$ cat config.mk
export PLATFORM = sky130hd
export DESIGN_NAME = vis_accumulator_flat
export DESIGN_NICKNAME = d
export VERILOG_FILES = /design/src/rtl/vis_accumulator_if.sv /design/src/rtl/vis_accumulator.sv /design/src/flat_wrapper.sv
export SDC_FILE = /design/constraint.sdc
export NUM_CORES = 1
export LEC_CHECK = 0
export CAP_MARGIN = 20
export CORE_MARGIN = 1
export CORE_UTILIZATION = 30
export DETAILED_ROUTE_END_ITERATION = 10
export GPL_ROUTABILITY_DRIVEN = 0
export GPL_TIMING_DRIVEN = 0
export PLACE_DENSITY = 0.54
export SETUP_SLACK_MARGIN = 0.1
export SYNTH_ARGS = -nofsm -noshare
export SYNTH_HDL_FRONTEND = slang
export SYNTH_SLANG_ARGS = --single-unit
$ cat constraint.sdc
create_clock -name clock_i -period 5.3 [get_ports clock_i]
set_clock_uncertainty 0.05 [all_clocks]
set_input_delay 0.53 -clock clock_i [delete_from_list [all_inputs] [get_ports clock_i]]
set_output_delay 0.53 -clock clock_i [all_outputs]
set_load 0.02 [all_outputs]
$ cat src/rtl/vis_accumulator_if.sv
`default_nettype none
// ============================================================================
// Module      : vis_accumulator_if
// Description : Partial-sum input stream and integrated-visibility output
//               stream of the visibility accumulator.
// Revision    : 1.0 - initial release
// ============================================================================
interface vis_accumulator_if #(
    parameter int ABITS = 6,
    parameter int VBITS = 24,
    parameter int NBITS = 4
);
    logic [ABITS-1:0] revis_i;
    logic [ABITS-1:0] imvis_i;
    logic             valid_i;
    logic             ready_o;
    logic [VBITS-1:0] revis_o;
    logic [VBITS-1:0] imvis_o;
    logic [NBITS-1:0] addr_o;
    logic             last_o;
    logic             valid_o;
    logic             ready_i;
    logic             overflow_o;

    modport slave (
        input  revis_i, imvis_i, valid_i, ready_i,
        output ready_o, revis_o, imvis_o, addr_o, last_o, valid_o, overflow_o
    );

    modport master (
        output revis_i, imvis_i, valid_i, ready_i,
        input  ready_o, revis_o, imvis_o, addr_o, last_o, valid_o, overflow_o
    );
endinterface
`default_nettype wire

$ cat src/rtl/vis_accumulator.sv
`default_nettype none
// ============================================================================
// Module      : vis_accumulator
// Description : Integrates LOOPS frames of NVIS complex partial sums per slot
//               and streams the integrated visibilities out. Optional
//               saturating adds with sticky overflow: VIS_ACCUMULATOR_SATURATE_EN.
// Revision    : 1.0 - initial release
// ============================================================================
module vis_accumulator #(
    parameter int ABITS = 6,
    parameter int VBITS = 24,
    parameter int NVIS  = 15,
    parameter int NBITS = 4,
    parameter int LOOPS = 64,
    parameter int LBITS = 7
) (
    input wire               clock_i,
    input wire               reset_i,
    vis_accumulator_if.slave bus
);
    localparam logic             c_ST_ACCUM    = 1'b0;
    localparam logic             c_ST_DRAIN    = 1'b1;
    localparam logic             c_RESET_STATE = (LOOPS == 1) ? c_ST_DRAIN : c_ST_ACCUM;
    localparam logic [NBITS-1:0] c_LAST_SLOT   = NBITS'(NVIS - 1);
    localparam logic [LBITS-1:0] c_LAST_FRAME  = LBITS'(LOOPS - 1);

    logic             r_state;
    logic             w_state_next;
    logic [NBITS-1:0] r_slot;
    logic [NBITS-1:0] w_slot_next;
    logic [LBITS-1:0] r_frame;
    logic [LBITS-1:0] w_frame_next;
    logic             w_ready;
    logic             w_xfer;

    logic signed [VBITS-1:0] r_mem_re [NVIS];
    logic signed [VBITS-1:0] r_mem_im [NVIS];

    logic signed [VBITS-1:0] w_ext_re, w_ext_im;
    logic signed [VBITS-1:0] w_base_re, w_base_im;
    logic signed [VBITS-1:0] w_acc_re, w_acc_im;
    logic signed [VBITS-1:0] w_out_re, w_out_im;

    logic signed [VBITS-1:0] r_revis, r_imvis;
    logic [NBITS-1:0]        r_addr;
    logic                    r_last;
    logic                    r_valid;

`ifdef VIS_ACCUMULATOR_SATURATE_EN
    localparam logic signed [VBITS-1:0] c_MAX = {1'b0, {(VBITS-1){1'b1}}};
    localparam logic signed [VBITS-1:0] c_MIN = {1'b1, {(VBITS-1){1'b0}}};

    function automatic logic signed [VBITS-1:0] f_add(input logic signed [VBITS-1:0] a,
                                                      input logic signed [VBITS-1:0] b);
        logic signed [VBITS:0] s;
        s = {a[VBITS-1], a} + {b[VBITS-1], b};
        if (s[VBITS] != s[VBITS-1]) return s[VBITS] ? c_MIN : c_MAX;
        return s[VBITS-1:0];
    endfunction

    function automatic logic f_ovf(input logic signed [VBITS-1:0] a,
                                   input logic signed [VBITS-1:0] b);
        logic signed [VBITS:0] s;
        s = {a[VBITS-1], a} + {b[VBITS-1], b};
        return s[VBITS] != s[VBITS-1];
    endfunction
`else
    function automatic logic signed [VBITS-1:0] f_add(input logic signed [VBITS-1:0] a,
                                                      input logic signed [VBITS-1:0] b);
        return a + b;
    endfunction
`endif

    assign w_ext_re  = {{(VBITS-ABITS){bus.revis_i[ABITS-1]}}, bus.revis_i};
    assign w_ext_im  = {{(VBITS-ABITS){bus.imvis_i[ABITS-1]}}, bus.imvis_i};
    // With a single loop the drain frame is also frame 0, so mem holds nothing useful.
    assign w_base_re = (LOOPS == 1) ? '0 : r_mem_re[r_slot];
    assign w_base_im = (LOOPS == 1) ? '0 : r_mem_im[r_slot];
    assign w_acc_re  = f_add(r_mem_re[r_slot], w_ext_re);
    assign w_acc_im  = f_add(r_mem_im[r_slot], w_ext_im);
    assign w_out_re  = f_add(w_base_re, w_ext_re);
    assign w_out_im  = f_add(w_base_im, w_ext_im);
    assign w_xfer    = bus.valid_i && w_ready;

    // State register
    always_ff @(posedge clock_i) begin
        if (reset_i) begin
            r_state <= c_RESET_STATE;
            r_slot  <= '0;
            r_frame <= '0;
        end else begin
            r_state <= w_state_next;
            r_slot  <= w_slot_next;
            r_frame <= w_frame_next;
        end
    end

    // Next-state logic
    always_comb begin
        w_slot_next  = r_slot;
        w_frame_next = r_frame;
        if (w_xfer) begin
            if (r_slot == c_LAST_SLOT) begin
                w_slot_next  = '0;
                w_frame_next = (r_frame == c_LAST_FRAME) ? '0 : r_frame + 1'b1;
            end else begin
                w_slot_next = r_slot + 1'b1;
            end
        end
        w_state_next = (w_frame_next == c_LAST_FRAME) ? c_ST_DRAIN : c_ST_ACCUM;
    end

    // Output logic
    always_comb begin
        w_ready = 1'b1;
        if (r_state == c_ST_DRAIN) w_ready = !r_valid || bus.ready_i;
    end

    always_ff @(posedge clock_i) begin
        if (w_xfer && r_state == c_ST_ACCUM) begin
            r_mem_re[r_slot] <= (r_frame == '0) ? w_ext_re : w_acc_re;
            r_mem_im[r_slot] <= (r_frame == '0) ? w_ext_im : w_acc_im;
        end
    end

    always_ff @(posedge clock_i) begin
        if (reset_i) begin
            r_revis <= '0;
            r_imvis <= '0;
            r_addr  <= '0;
            r_last  <= 1'b0;
            r_valid <= 1'b0;
        end else if (w_xfer && r_state == c_ST_DRAIN) begin
            r_revis <= w_out_re;
            r_imvis <= w_out_im;
            r_addr  <= r_slot;
            r_last  <= (r_slot == c_LAST_SLOT);
            r_valid <= 1'b1;
        end else if (r_valid && bus.ready_i) begin
            r_valid <= 1'b0;
        end
    end

`ifdef VIS_ACCUMULATOR_SATURATE_EN
    logic r_overflow;
    logic w_ovf;

    // Frame 0 overwrites without adding, so it can never clamp.
    assign w_ovf = w_xfer && (
        (r_state == c_ST_ACCUM && r_frame != '0 &&
         (f_ovf(r_mem_re[r_slot], w_ext_re) || f_ovf(r_mem_im[r_slot], w_ext_im))) ||
        (r_state == c_ST_DRAIN &&
         (f_ovf(w_base_re, w_ext_re) || f_ovf(w_base_im, w_ext_im))));

    always_ff @(posedge clock_i) begin
        if (reset_i)    r_overflow <= 1'b0;
        else if (w_ovf) r_overflow <= 1'b1;
    end

    assign bus.overflow_o = r_overflow;
`else
    assign bus.overflow_o = 1'b0;
`endif

    assign bus.ready_o = w_ready;
    assign bus.revis_o = r_revis;
    assign bus.imvis_o = r_imvis;
    assign bus.addr_o  = r_addr;
    assign bus.last_o  = r_last;
    assign bus.valid_o = r_valid;
endmodule
`default_nettype wire

$ cat src/flat_wrapper.sv
// flat-port wrapper written by rule: the top's interface ports become plain ports
module vis_accumulator_flat 
#(
    parameter int ABITS = 6,
    parameter int VBITS = 24,
    parameter int NVIS  = 15,
    parameter int NBITS = 4,
    parameter int LOOPS = 64,
    parameter int LBITS = 7
)
  (clock_i, reset_i, bus_revis_i, bus_imvis_i, bus_valid_i, bus_ready_i, bus_ready_o, bus_revis_o, bus_imvis_o, bus_addr_o, bus_last_o, bus_valid_o, bus_overflow_o);
  vis_accumulator_if #(.ABITS(ABITS), .VBITS(VBITS), .NBITS(NBITS)) bus_i ();
  input wire clock_i;
  input wire reset_i;
  input wire logic [$bits(bus_i.revis_i)-1:0] bus_revis_i;
  input wire logic [$bits(bus_i.imvis_i)-1:0] bus_imvis_i;
  input wire logic [$bits(bus_i.valid_i)-1:0] bus_valid_i;
  input wire logic [$bits(bus_i.ready_i)-1:0] bus_ready_i;
  output wire logic [$bits(bus_i.ready_o)-1:0] bus_ready_o;
  output wire logic [$bits(bus_i.revis_o)-1:0] bus_revis_o;
  output wire logic [$bits(bus_i.imvis_o)-1:0] bus_imvis_o;
  output wire logic [$bits(bus_i.addr_o)-1:0] bus_addr_o;
  output wire logic [$bits(bus_i.last_o)-1:0] bus_last_o;
  output wire logic [$bits(bus_i.valid_o)-1:0] bus_valid_o;
  output wire logic [$bits(bus_i.overflow_o)-1:0] bus_overflow_o;
  assign bus_i.revis_i = bus_revis_i;
  assign bus_i.imvis_i = bus_imvis_i;
  assign bus_i.valid_i = bus_valid_i;
  assign bus_i.ready_i = bus_ready_i;
  assign bus_ready_o = bus_i.ready_o;
  assign bus_revis_o = bus_i.revis_o;
  assign bus_imvis_o = bus_i.imvis_o;
  assign bus_addr_o = bus_i.addr_o;
  assign bus_last_o = bus_i.last_o;
  assign bus_valid_o = bus_i.valid_o;
  assign bus_overflow_o = bus_i.overflow_o;
  vis_accumulator #(.ABITS(ABITS), .VBITS(VBITS), .NVIS(NVIS), .NBITS(NBITS), .LOOPS(LOOPS), .LBITS(LBITS)) u_core (.clock_i(clock_i), .reset_i(reset_i), .bus(bus_i));
endmodule
==> After elaboration in Yosys (flattened, before gate mapping) <==
Memories as Yosys holds them, arrays and structs flattened. A register that Yosys moved wholly into a read port is not among the register bits.
Index checks and enable logic that the tools add are counted.
{ "word_totals": {"wordCells": 42, "ff_bits": 66, "output_inout_bits": 56, "ramBits": 720, "romBits": 0, "input_bits": 16, "latchBits": 0, "n_memories": 2} }
{ "mem_list": {"columns": ["name", "words", "width", "rd", "rd_ports_with_merged_regs", "wr", "line", "rtl"], "rows": [
  ["u_core.r_mem_im", 15, 24, 1, 1, 1, "vis_accumulator.sv:37", "logic signed [VBITS-1:0] r_mem_im [NVIS];"],
  ["u_core.r_mem_re", 15, 24, 1, 1, 1, "vis_accumulator.sv:36", "logic signed [VBITS-1:0] r_mem_re [NVIS];"]
]} }
{ "op_classes": {"muxes": 16, "eq_ne": 3, "shifts": 0, "bitwise_logic": 1, "n_mul": 0, "n_div": 0, "order_cmp": 0, "add_sub_neg": 4, "n_reduce_logical": 8} }
{ "op_table": {"columns": ["operator", "count"], "rows": [
  ["24-bit by 6-bit adder with 24-bit output", 2],
  ["24-bit 2-to-1 mux", 2],
  ["7-bit 2-to-1 mux", 3],
  ["4-bit 2-to-1 mux", 5],
  ["7-bit by 6-bit == test with 1-bit output (second input constant)", 2],
  ["7-bit by 1-bit adder with 7-bit output (second input constant)", 1],
  ["7-bit zero test", 1],
  ["1-bit 2-to-1 mux", 6],
  ["4-bit by 1-bit adder with 4-bit output (second input constant)", 1],
  ["4-bit == test (second input constant)", 1],
  ["1-bit logical AND", 4],
  ["2-bit nonzero test", 1],
  ["1-bit zero test", 1],
  ["1-bit logical OR", 1],
  ["1-bit inverter", 1]
]} }

==> Longest topological paths before layout <==
{ "logic_depth": {"ltp_word": 7, "mapped_depth": 16, "ltp_nobuf": 12} }

==> Worst setup path after synthesis <==
No wires, ideal clock.
{ "synth_path": {"path_type": "in2reg", "from": "input bus_valid_i", "to": "memory u_core.r_mem_im[6][0], enable pin", "n_path_buf": 0, "setup_ps": 573, "arrival_time_ps": 5208, "stages": 2, "slack_ps": -531, "path_cell_list": "nand2b_1 > nor4_1"} }
{ "synth_between": {"elab_chain_len": 4} }
{ "synth_rtl": {"columns": ["element", "line", "rtl"], "rows": [
  ["from (decl)", "flat_wrapper.sv:17", "input wire logic [$bits(bus_i.valid_i)-1:0] bus_valid_i;"],
  ["1-bit logical AND", "vis_accumulator.sv:83", "assign w_xfer = bus.valid_i && w_ready;"],
  ["1-bit logical AND", "vis_accumulator.sv:120", "if (w_xfer && r_state == c_ST_ACCUM) begin"],
  ["1-bit 2-to-1 mux", "vis_accumulator.sv:120", null],
  ["1-bit 2-to-1 mux", "vis_accumulator.sv:122", "r_mem_im[r_slot] <= (r_frame == '0) ? w_ext_im : w_acc_im;"],
  ["to (decl)", "vis_accumulator.sv:37", null]
]} }
Every way passes these cells.

==> impl_metrics.toml <==
[floorplanning]
die_w_um = 333
start_util_pct = 30.4
ios = 72
num_rows = 120
dieHeight_um = 333
core_um2 = 108000
design.die.area_um2 = 111000

[sta]
worst_slew_pin_slew_ns = 1.16
rsz0062_at_grt = "yes"
setup_viol = 0
finalWorstPathRequiredPeriod_ns = 5.10
slew_viol_final = 0
hold_ws_ns = 0.414
fin_crit_sh_pct = 96.3
hold_viol = 0
max_slew_margin_pct = 22.3
max_freq_mhz = 196

[global_route]
grt_pass1_vias = 19111
grt_max_degree = 30
antenna_found_initial = 3
grt_use_met3_pct = 2.50
grt_pass1_wl_um = 140000
busiest_layer = "met2"
grt_util_met1_pct = 24.6
grt_overflow = 0
globalRouteTotalUtil_pct = 17.5
grt_util_met2_pct = 28.5

[yosys]
ys_ff_latch = 790
yosysSeqAreaShare_pct = 70.2
synth_top_area_share_pct = 66.0
synth_nets = 1953
synthTopCellsByArea = "edfxtp_1 66%, mux4_2 13%, dfxtp_1 4.3%"
synth_ff_type = "edfxtp_1"
synth_edf_count = 720
synth_area_per_cell_um2 = 17.4
ys_warn_count = 0
synth_area_um2 = 32800
synth_top_cell_by_area = "edfxtp_1"
async_flop_share_pct = 0
synthDistinctLibCells = 72
synthCells = 1887

[clocking]
holdBufCountCts = 0
clk_latency_ns = 0.64
htreeDepth = 3
clk_pin_slew_worst_paths_ns = 0.06
clockBufferDepth = 3
numCtsBuffers = 82
cts_sinks = 790
root_buffer = "clkbuf_16"
cts_tree = "built"

[layout]
diodes = 0
num-nets-final = 2199
syn2layout_area_growth_pct = 20.9
final_util_pct = 36.8
drive_gt1_share_pct = 23.8

[detailed_routing]
wl_um = 98100
drt_pass1_iterations = 5
via_count = 19087
drtAntennaViolNets = 0
remaining_drc_errors = 0
wl_per_cell_um = 27.2
drt_iter0_drc = 2165
avgViaCountPerCell = 5.30

[power_and_ir_drop]
power_w = 0.0143
ir_drop_mv = 0.237
power_density_nw_per_um2 = 360
leakagePower_nw = 12.6

[place]
hpwlAfterDp_um = 67000
port_buffers = 70

[min_path]
hp-class = "flip-flop to flip-flop"

[setup_path]
worstPathMaxFanout = 13
cp.arrival_ns = 5.51
critical_path_class = "flip-flop to flip-flop"
cp-end-kind = "flip-flop"
cp.required_ns = 5.70
cp_cell_sequence = "buf_2 -> clkbuf_1 -> mux4_2 -> mux4_2 -> ha_1 -> clkbuf_2 -> nand2_1 -> nor4_1 -> a221oi_2 -> o221ai_2 -> a21oi_1 -> xor2_1 -> o21ai_1 -> buf_2"
critPathMaxStageDelay_ns = 0.84
worst_setup_path_start_kind = "flip-flop"
critPathSlowestCell = "clkbuf_1"

[status]
run_status = "finished, final reports clean"

[run]
maxCapViolCount = 0
[per-stage QoR]
step                setup slack (ns)  cell area [um^2]  cells  TNS (ns)
floorplan                      0.344             32800   1887         0
global placement               -5.64             35200   3360  -2575.16
detailed placement             -1.39             36400   3441   -413.95
CTS                           0.0362             39400   3592         0
global route                  0.0467             39600   3600         0
finish                         0.195             39600   3600         0
[worst paths after layout]
check | startpoint | endpoint | slack [ns] | depth (start not counted)
max | flip-flop | u_core.r_mem_im[9][19]$_DFFE_PP_ | 0.20 | 14
min | u_core.bus.addr_o[3]$_SDFFE_PP0P_ | u_core.bus.addr_o[3]$_SDFFE_PP0P_ | 0.41 | 2
max reg2reg | flip-flop | u_core.r_mem_im[9][19]$_DFFE_PP_ | 0.20 | 14
min reg2reg | u_core.bus.addr_o[3]$_SDFFE_PP0P_ | u_core.bus.addr_o[3]$_SDFFE_PP0P_ | 0.41 | 2
[synthesized netlist by cell type (8+ instances only)]
master	instances
a211oi_1	9
a21o_1	19
a21oi_1	78
a31oi_1	10
and2_1	12
and3_1	10
buf_2	29
clkbuf_1	72
dfxtp_1	70
edfxtp_1	720
ha_1	48
inv_1	9
mux2i_1	49
mux4_2	190
nand2_1	155
nand3_1	39
nand4_1	18
nor2_1	43
nor3_1	11
o211ai_1	8
o21ai_0	123
or3_1	8
xnor2_1	25
xor2_1	22
[flip-flops by register name, indices dropped and copies added (netlist names), named ones only]
register            count
u_core.bus.last_o       1
u_core.bus.imvis_o     24
u_core.r_state          1
u_core.bus.valid_o      1
u_core.r_mem_im       360
u_core.r_mem_re       360
u_core.r_slot           4
u_core.bus.revis_o     24
u_core.r_frame          7
u_core.bus.addr_o       4
[metal layers]
layer	share of wire (%)	vias up
met3	7.4	131
met5	0	-
met1	43	10074
met2	47	810
li1	-	8072
met4	2.1	0
[layout make-up]
type,instances,area (um^2)
buffer,111,581
timing repair buffer,162,1860
sequential,790,23000
clock inverter,41,499
multi-input combinational,976,9610
fill,9848,68000
clock buffer,107,2280
tap,1403,1760
inverter,10,37.5
[power breakdown]
| group | leakage [nW] | internal (W) | switching [W] | total, W |
|---|---|---|---|---|
| Combinational | 4.13 | 0.000542 | 0.000897 | 0.00144 |
| Clock | 1.35 | 0.00353 | 0.00242 | 0.00595 |
| Sequential | 7.07 | 0.00686 | 0.0000133 | 0.00687 |
[critical path: cells and delay by family, from the launching register on]
| family | cells | cell delay (ns) |
|---|---|---|
| AO/OA/AOI/OAI | 4 | 1.00 |
| multiplexers | 2 | 0.94 |
| adder cells (fa/ha/maj) | 1 | 0.29 |
| XOR/XNOR | 1 | 0.18 |
| buffers and inverters | 4 | 1.67 |
| flip-flops | 1 | 0.34 |
| AND/OR/NAND/NOR | 2 | 0.43 |
[cells in the final DEF, fill, tap and decap left out, drive strengths merged, types with 7 or more instances in the layout]
master,Yosys,final
a21o,19,19
clkinv,1,27
o211ai,11,11
inv,9,12
nand2,155,155
clkbuf,73,184
a21oi,80,80
nand3,39,39
mux4,190,190
and2,14,14
clkdlybuf4s50,0,70
nor2,43,43
dfxtp,70,70
o21ai,126,126
ha,48,48
xnor2,25,25
a31oi,10,10
or3,8,8
edfxtp,720,720
a211oi,9,9
nand4,18,18
nand2b,7,7
buf,38,126
xor2,22,22
o21a,7,7
bufinv,0,10
and3,11,11
mux2i,49,49
nor3,11,11
[logic make-up after synthesis]
logic type / after synthesis / synth area share (%)
muxes: 239 / 14.6
AOI/OAI and AO/OA: 294 / 5.37
adders and majority gates: 50 / 1.95
and+or+nand+nor: 345 / 5.04
xor gates and xnor gates: 47 / 1.26
buffers and inverters: 121 / 1.58
other: 1 / 0.0114
DFF: 790 / 70.2
[repair_timing]
action | CTS | global route
pin swaps | 3 | 1
endpoints found under the hold margin | 0 | 0
gates resized for setup | 82 | 41
endpoints found under the setup margin | 635 | 402
buffers inserted | 3 | 2
Power figures use the tool's default switching activity.
==> patch 1, RTL diff (config.mk and constraints unchanged) <==
`NVIS` is set to 15 in 2 places; all go to 14.
--- a/src/rtl/vis_accumulator.sv
+++ b/src/rtl/vis_accumulator.sv
@@ -11,3 +11,3 @@
     parameter int VBITS = 24,
-    parameter int NVIS  = 15,
+    parameter int NVIS  = 14,
     parameter int NBITS = 4,
--- a/src/flat_wrapper.sv
+++ b/src/flat_wrapper.sv
@@ -5,3 +5,3 @@
     parameter int VBITS = 24,
-    parameter int NVIS  = 15,
+    parameter int NVIS  = 14,
     parameter int NBITS = 4,
Check against the original RTL: no difference found for any inputs over 4 cycles, from zero or initial values and one cycle with reset_i high; that may be too few to reach the edited logic, so the function may still have changed.
==> patch 1 against the original RTL <==
  * Final cell count down 7.0%
  * Hold slack got worse by 4.1 ps
  * Cell area decreased by 5.9%
  * Fmax increased by 0.50%
  * Sequential cell count is 48 lower
  * Critical path depth grew 2
  * Wire length decreased by 12%
  * Setup slack better by 26 ps
  * Total power is 2.6% lower
  * Sequential share of layout area shrank 0.22 points
  * Area after synthesis is 6.5% lower
==> patch 1: results (changes against the original RTL) <==
* Tightest Hold Check Type: reg -> reg (unchanged)
* Crit path largest cell delay at 540 ps (was 840 ps)
* CTS H-tree depth at 3 (unchanged)
* Largest net degree at the start of global routing at 22 (was 30)
* Syn Nets at 1759 (was 1953)
* CP max stage cell: mux4_2 (was clkbuf_1)
* Synth warnings at 0 (unchanged)
* Number of flops mapped to enable cells by yosys at 672 (was 720)
* Worst-Skew Late Latency at 640 ps (about the same)
* Top Registers: u_core.r_mem_im (336), u_core.r_mem_re (336) (was u_core.r_mem_im (360), u_core.r_mem_re (360))
* Iter 0 DRT Violations at 1999 (was 2165)
* Clock Path Buffers at 3 (unchanged)
* Clk slew on worst S/H paths at 60 ps (about the same)
* Dpl cell area at 34040 um2 (was 36360 um2)
* Root Driver: clkbuf_16 (unchanged)
* Share of cells above drive strength 1 at 0.2726 (was 0.2381)
* Status: finished, final reports clean (unchanged)
* Synth area leaders: edfxtp_1, mux4_2, dfxtp_1 (unchanged)
* Flop2flop setup slack at 220 ps (was 200 ps)
* P_leak at 0.01179 uW (was 0.01255 uW)
* Int Pwr at 10610 uW (was 10920 uW)
* Max rail drop VDD at 228.0 uV (was 237.1 uV)
* Synth Flop Type: edfxtp_1 (unchanged)
* # nets final at 1988 (was 2199)
* Cell family with most CP delay: compound AO/OA/AOI/OAI gates (was buffers and inverters)
* Arr. time, crit path at 5390 ps (was 5510 ps)
* First-pass GRT wire length at 122.5 mm (was 139.5 mm)
* DP HPWL at 57.90 mm (was 67.05 mm)
* Initial antenna violation count at 4 (was 3)
* Max transition margin at 0.2268 (was 0.2234)
* DR pass1 iterations at 7 (was 5)
* Register area share after synthesis at 0.7045 (was 0.7024)
* Total GRT Usage at 0.1657 (was 0.1755)
* Via density at 5.132 (was 5.302)
* Total CTS buffers at 80 (was 82)
* R2R depth at 16 (was 14)
* Routed WL at 85.88 mm (was 98.08 mm)
* Synth cell types at 62 (was 72)
* IO Port Bufs at 69 (was 70)
* Critical path peak fanout at 13 (unchanged)
* Min-Delay Path Depth at 2 (unchanged)
* Vias in the first global route at 17.40k (was 19.11k)
* Synth cell count leaders: edfxtp_1, mux4_2, nand2_1 (unchanged)
* Ys async rst share at 0 (unchanged)
patch 1: changes by cell type in the layout (fill, tap and decap cells not counted), moves of 12 or more:
cell      before  now
o21ai_1       11   25
mux2_2         0   47
mux2i_1       48    6
nand3_1       39   19
and2_1        12    0
o21ai_0       97   49
nand2_1      155   91
nor2_1        34   66
edfxtp_1     720  672
clkbuf_1      71   59
buf_2         40   23
patch 1: repair_timing:
| item | 4_1_cts | 5_1_grt |
|---|---|---|
| gates cloned | 0 | 0 |
| setup buffers | 4 | 3 |
| gates resized for setup | 113 | 40 |
| setup endpoints to repair | 562 | 317 |
| pin swaps | 3 | 5 |
| hold buffers | 0 | 0 |
patch 1: area by class of cell:
type                            count  area [um2]
Antenna cell                        2       5.005
Buffer                             91       536.8
Clock inverter                     41       551.8
Timing Repair Buffer              147        1733
Inverter                           12       45.04
Fill cell                        9212       63280
Tap cell                         1357        1698
Multi-Input combinational cell    848        8934
Clock buffer                      107        2217
Sequential cell                   742       21580
patch 1: final timing paths:
| path | start | endpoint |
|---|---|---|
| max | flop | u_core.r_mem_im[4][16] |
| min | u_core.bus.imvis_o[0] | u_core.bus.imvis_o[0] |
| max reg2reg | flop | u_core.r_mem_im[4][16] |
| min reg2reg | u_core.bus.imvis_o[0] | u_core.bus.imvis_o[0] |
patch 1: worst min-delay path, stage by stage, from the launching register on:
cell,delay (ps)
dfxtp_1,310
nand2_1,50
a21oi_1,50
patch 1: metal layers:
layer	track usage	up-vias	share of wire
met5	0	-	0.00033
met4	0.05217	4	0.026
met3	0.02785	124	0.066
met2	0.2605	617	0.46
met1	0.2336	9118	0.45
li1	-	7313	-
patch 1: power by group through the flow:
stage / Clock (uW) / Sequential (uW) / Combinational, uW
global placement: 0 / 6610 / 1410
detailed placement: 0 / 6590 / 1470
finish: 5830 / 6470 / 1590
floorplan: 0 / 6590 / 1000
CTS: 5930 / 6470 / 1550
global route: 6130 / 6470 / 1700
patch 1: cells by family (layout without fill, tap and decap cells):
logic type	Yosys count	in the layout	synth area share
flops	742	742	0.7045
simple gates	265	265	0.04085
compound gates	242	242	0.04804
mux	242	242	0.1582
buf+inv	103	398	0.01364
fa+ha+maj	50	50	0.02091
xor+xnor	48	48	0.01372
other cells	1	3	0.0001224
patch 1: stage by stage:
step / cells / setup WS, ps / utilization / hold WS (ps) / TNS, ps
4_1_cts: 3338 / 49.65 / 0.3691 / 408.5 / 0
3_3_place_gp: 3119 / -4892 / 0.3283 / 401.3 / -2138740
5_1_grt: 3345 / 95.96 / 0.3708 / 431.3 / 0
6_report: 3347 / 220.6 / 0.3709 / 409.9 / 0
2_1_floorplan: 1693 / 250.1 / - / 430.8 / 0
3_5_place_dp: 3186 / -1667 / 0.3384 / 400.2 / -498180
==> patch 2, RTL diff (same settings) <==
Made on the original files. The option `VIS_ACCUMULATOR_SATURATE_EN` is turned on by a define.
--- a/src/rtl/vis_accumulator.sv
+++ b/src/rtl/vis_accumulator.sv
@@ -8,2 +8,4 @@
 // ============================================================================
+`define VIS_ACCUMULATOR_SATURATE_EN
+
 module vis_accumulator #(
Check against the original RTL: no difference found for any inputs over 4 cycles, from zero or initial values and one cycle with reset_i high; that may be too few to reach the edited logic, so the function may still have changed.
==> patch 2 against the original RTL <==
  * Non-clock buffer count is 39 higher
  * Area after synthesis up 1.0%
  * Count of clock-buffer cells in the layout is 3 higher
  * Fmax shrank 0.87%
  * Setup slack worse by 45 ps
  * Sequential share of layout area fell by 2.4 points
  * Utilization grew 1.1 points
  * Highest routed layer is now met5
  * Cell area grew 4.4%
  * Wire length shrank 3.3%
  * Hold slack about the same
  * Total power up 2.1%
  * Sequential cell count grew 1
==> patch 2: results (changes against the original RTL) <==
* Status: finished, final reports clean (unchanged)
* Critical path peak fanout at 10 (was 13)
* Post-CTS sizing at 238 (was 82)
* Syn avg cell area at 17.12 um2 (was 17.37 um2)
* CP max stage cell: mux4_2 (was clkbuf_1)
* Pre-CTS setup slack at -2792 ps (was -1391 ps)
* Ant diodes at 0 (unchanged)
* Register area share after synthesis at 0.6958 (was 0.7024)
* Routed WL at 94.82 mm (was 98.08 mm)
* Crit path largest cell delay at 550 ps (was 840 ps)
* Total CTS buffers at 80 (was 82)
* R2R depth at 19 (was 14)
* Share of cells above drive strength 1 at 0.2768 (was 0.2381)
* Post-synthesis adder-cell area fraction at 0.02225 (was 0.01954)
* Mux share of post-synthesis cell area at 0.1457 (was 0.1455)
* Post-Layout Cell Count at 3774 (was 3600)
* P_leak at 0.01306 uW (was 0.01255 uW)
* Via density at 5.153 (was 5.302)
* Largest net degree at the start of global routing at 26 (was 30)
* Post-synthesis compound-gate area fraction at 0.06442 (was 0.05367)
* Cell family with most CP delay: compound AO/OA/AOI/OAI gates (was buffers and inverters)
* Xor and xnor area share after synthesis at 0.01058 (was 0.01256)
* DP HPWL at 63.77 mm (was 67.05 mm)
* Max rail drop VDD at 220.3 uV (was 237.1 uV)
* Max transition margin at 0.2636 (was 0.2234)
* Synth area leaders: edfxtp_1, mux4_2, dfxtp_1 (unchanged)
* Post-CTS setup buffers at 28 (was 3)
* Cells after DPL at 3566 (was 3441)
* First-pass GRT wire length at 136.0 mm (was 139.5 mm)
* Total GRT Usage at 0.1682 (was 0.1755)
* DR pass1 iterations at 6 (was 5)
* Synth cell types at 77 (was 72)
* # fillers at 9993 (was 9848)
* Iter 0 DRT Violations at 1891 (was 2165)
* # nets final at 2301 (was 2199)
* Syn Nets at 2002 (was 1953)
patch 2: changes by cell type in the layout (fill, tap and decap cells not counted), sizes merged, moves of 8 or more:
| cell | change |
|---|---|
| nand3 | -20 |
| nand2b | +11 |
| nor2 | +58 |
| nand4 | -14 |
| nor3 | +10 |
| a21oi | +8 |
| inv | +11 |
| buf | +45 |
| nand2 | -20 |
| a211oi | +25 |
patch 2: per-layer routing:
metal | routed length [um] | track usage | up-vias
met5 | 12 | 0 | -
met1 | 42100 | 0.2417 | 10110
met2 | 43730 | 0.2635 | 784
li1 | - | - | 8395
met3 | 6683 | 0.02847 | 154
met4 | 2295 | 0.04236 | 2
patch 2: kinds of logic (layout without fill, tap and decap cells):
logic type	after synthesis	after routing
muxes	242	242
AOI/OAI and AO/OA	339	340
and+or+nand+nor	350	350
buffers and inverters	113	476
xor gates and xnor gates	40	40
adders and majority gates	59	59
DFF	791	791
patch 2: worst paths after layout:
check | startpoint | end | slack [ps]
setup / recovery | flop | u_core.r_mem_im[6][16] | 150
hold / removal | u_core.bus.imvis_o[13] | u_core.bus.imvis_o[13] | 410
setup reg to reg | flop | u_core.r_mem_im[6][16] | 150
hold reg to reg | u_core.bus.imvis_o[13] | u_core.bus.imvis_o[13] | 410
patch 2: power by group:
part           switching (uW)  internal, uW  total (uW)
Clock                    2370          3240        5610
Combinational            1240           837        2070
Sequential               14.3          6860        6870
Total                    3620         10900       14600
patch 2: area by class of cell:
cell class	instances	area (um2)	share of cell area
sequential	791	23050	0.5571
multi-input combinational	1031	10480	0.2534
timing repair buffer	217	2719	0.06573
clock buffer	110	2228	0.05387
tap	1476	1847	0.04464
buffer	95	628.1	0.01518
clock inverter	37	351.6	0.008499
inverter	17	63.81	0.001543
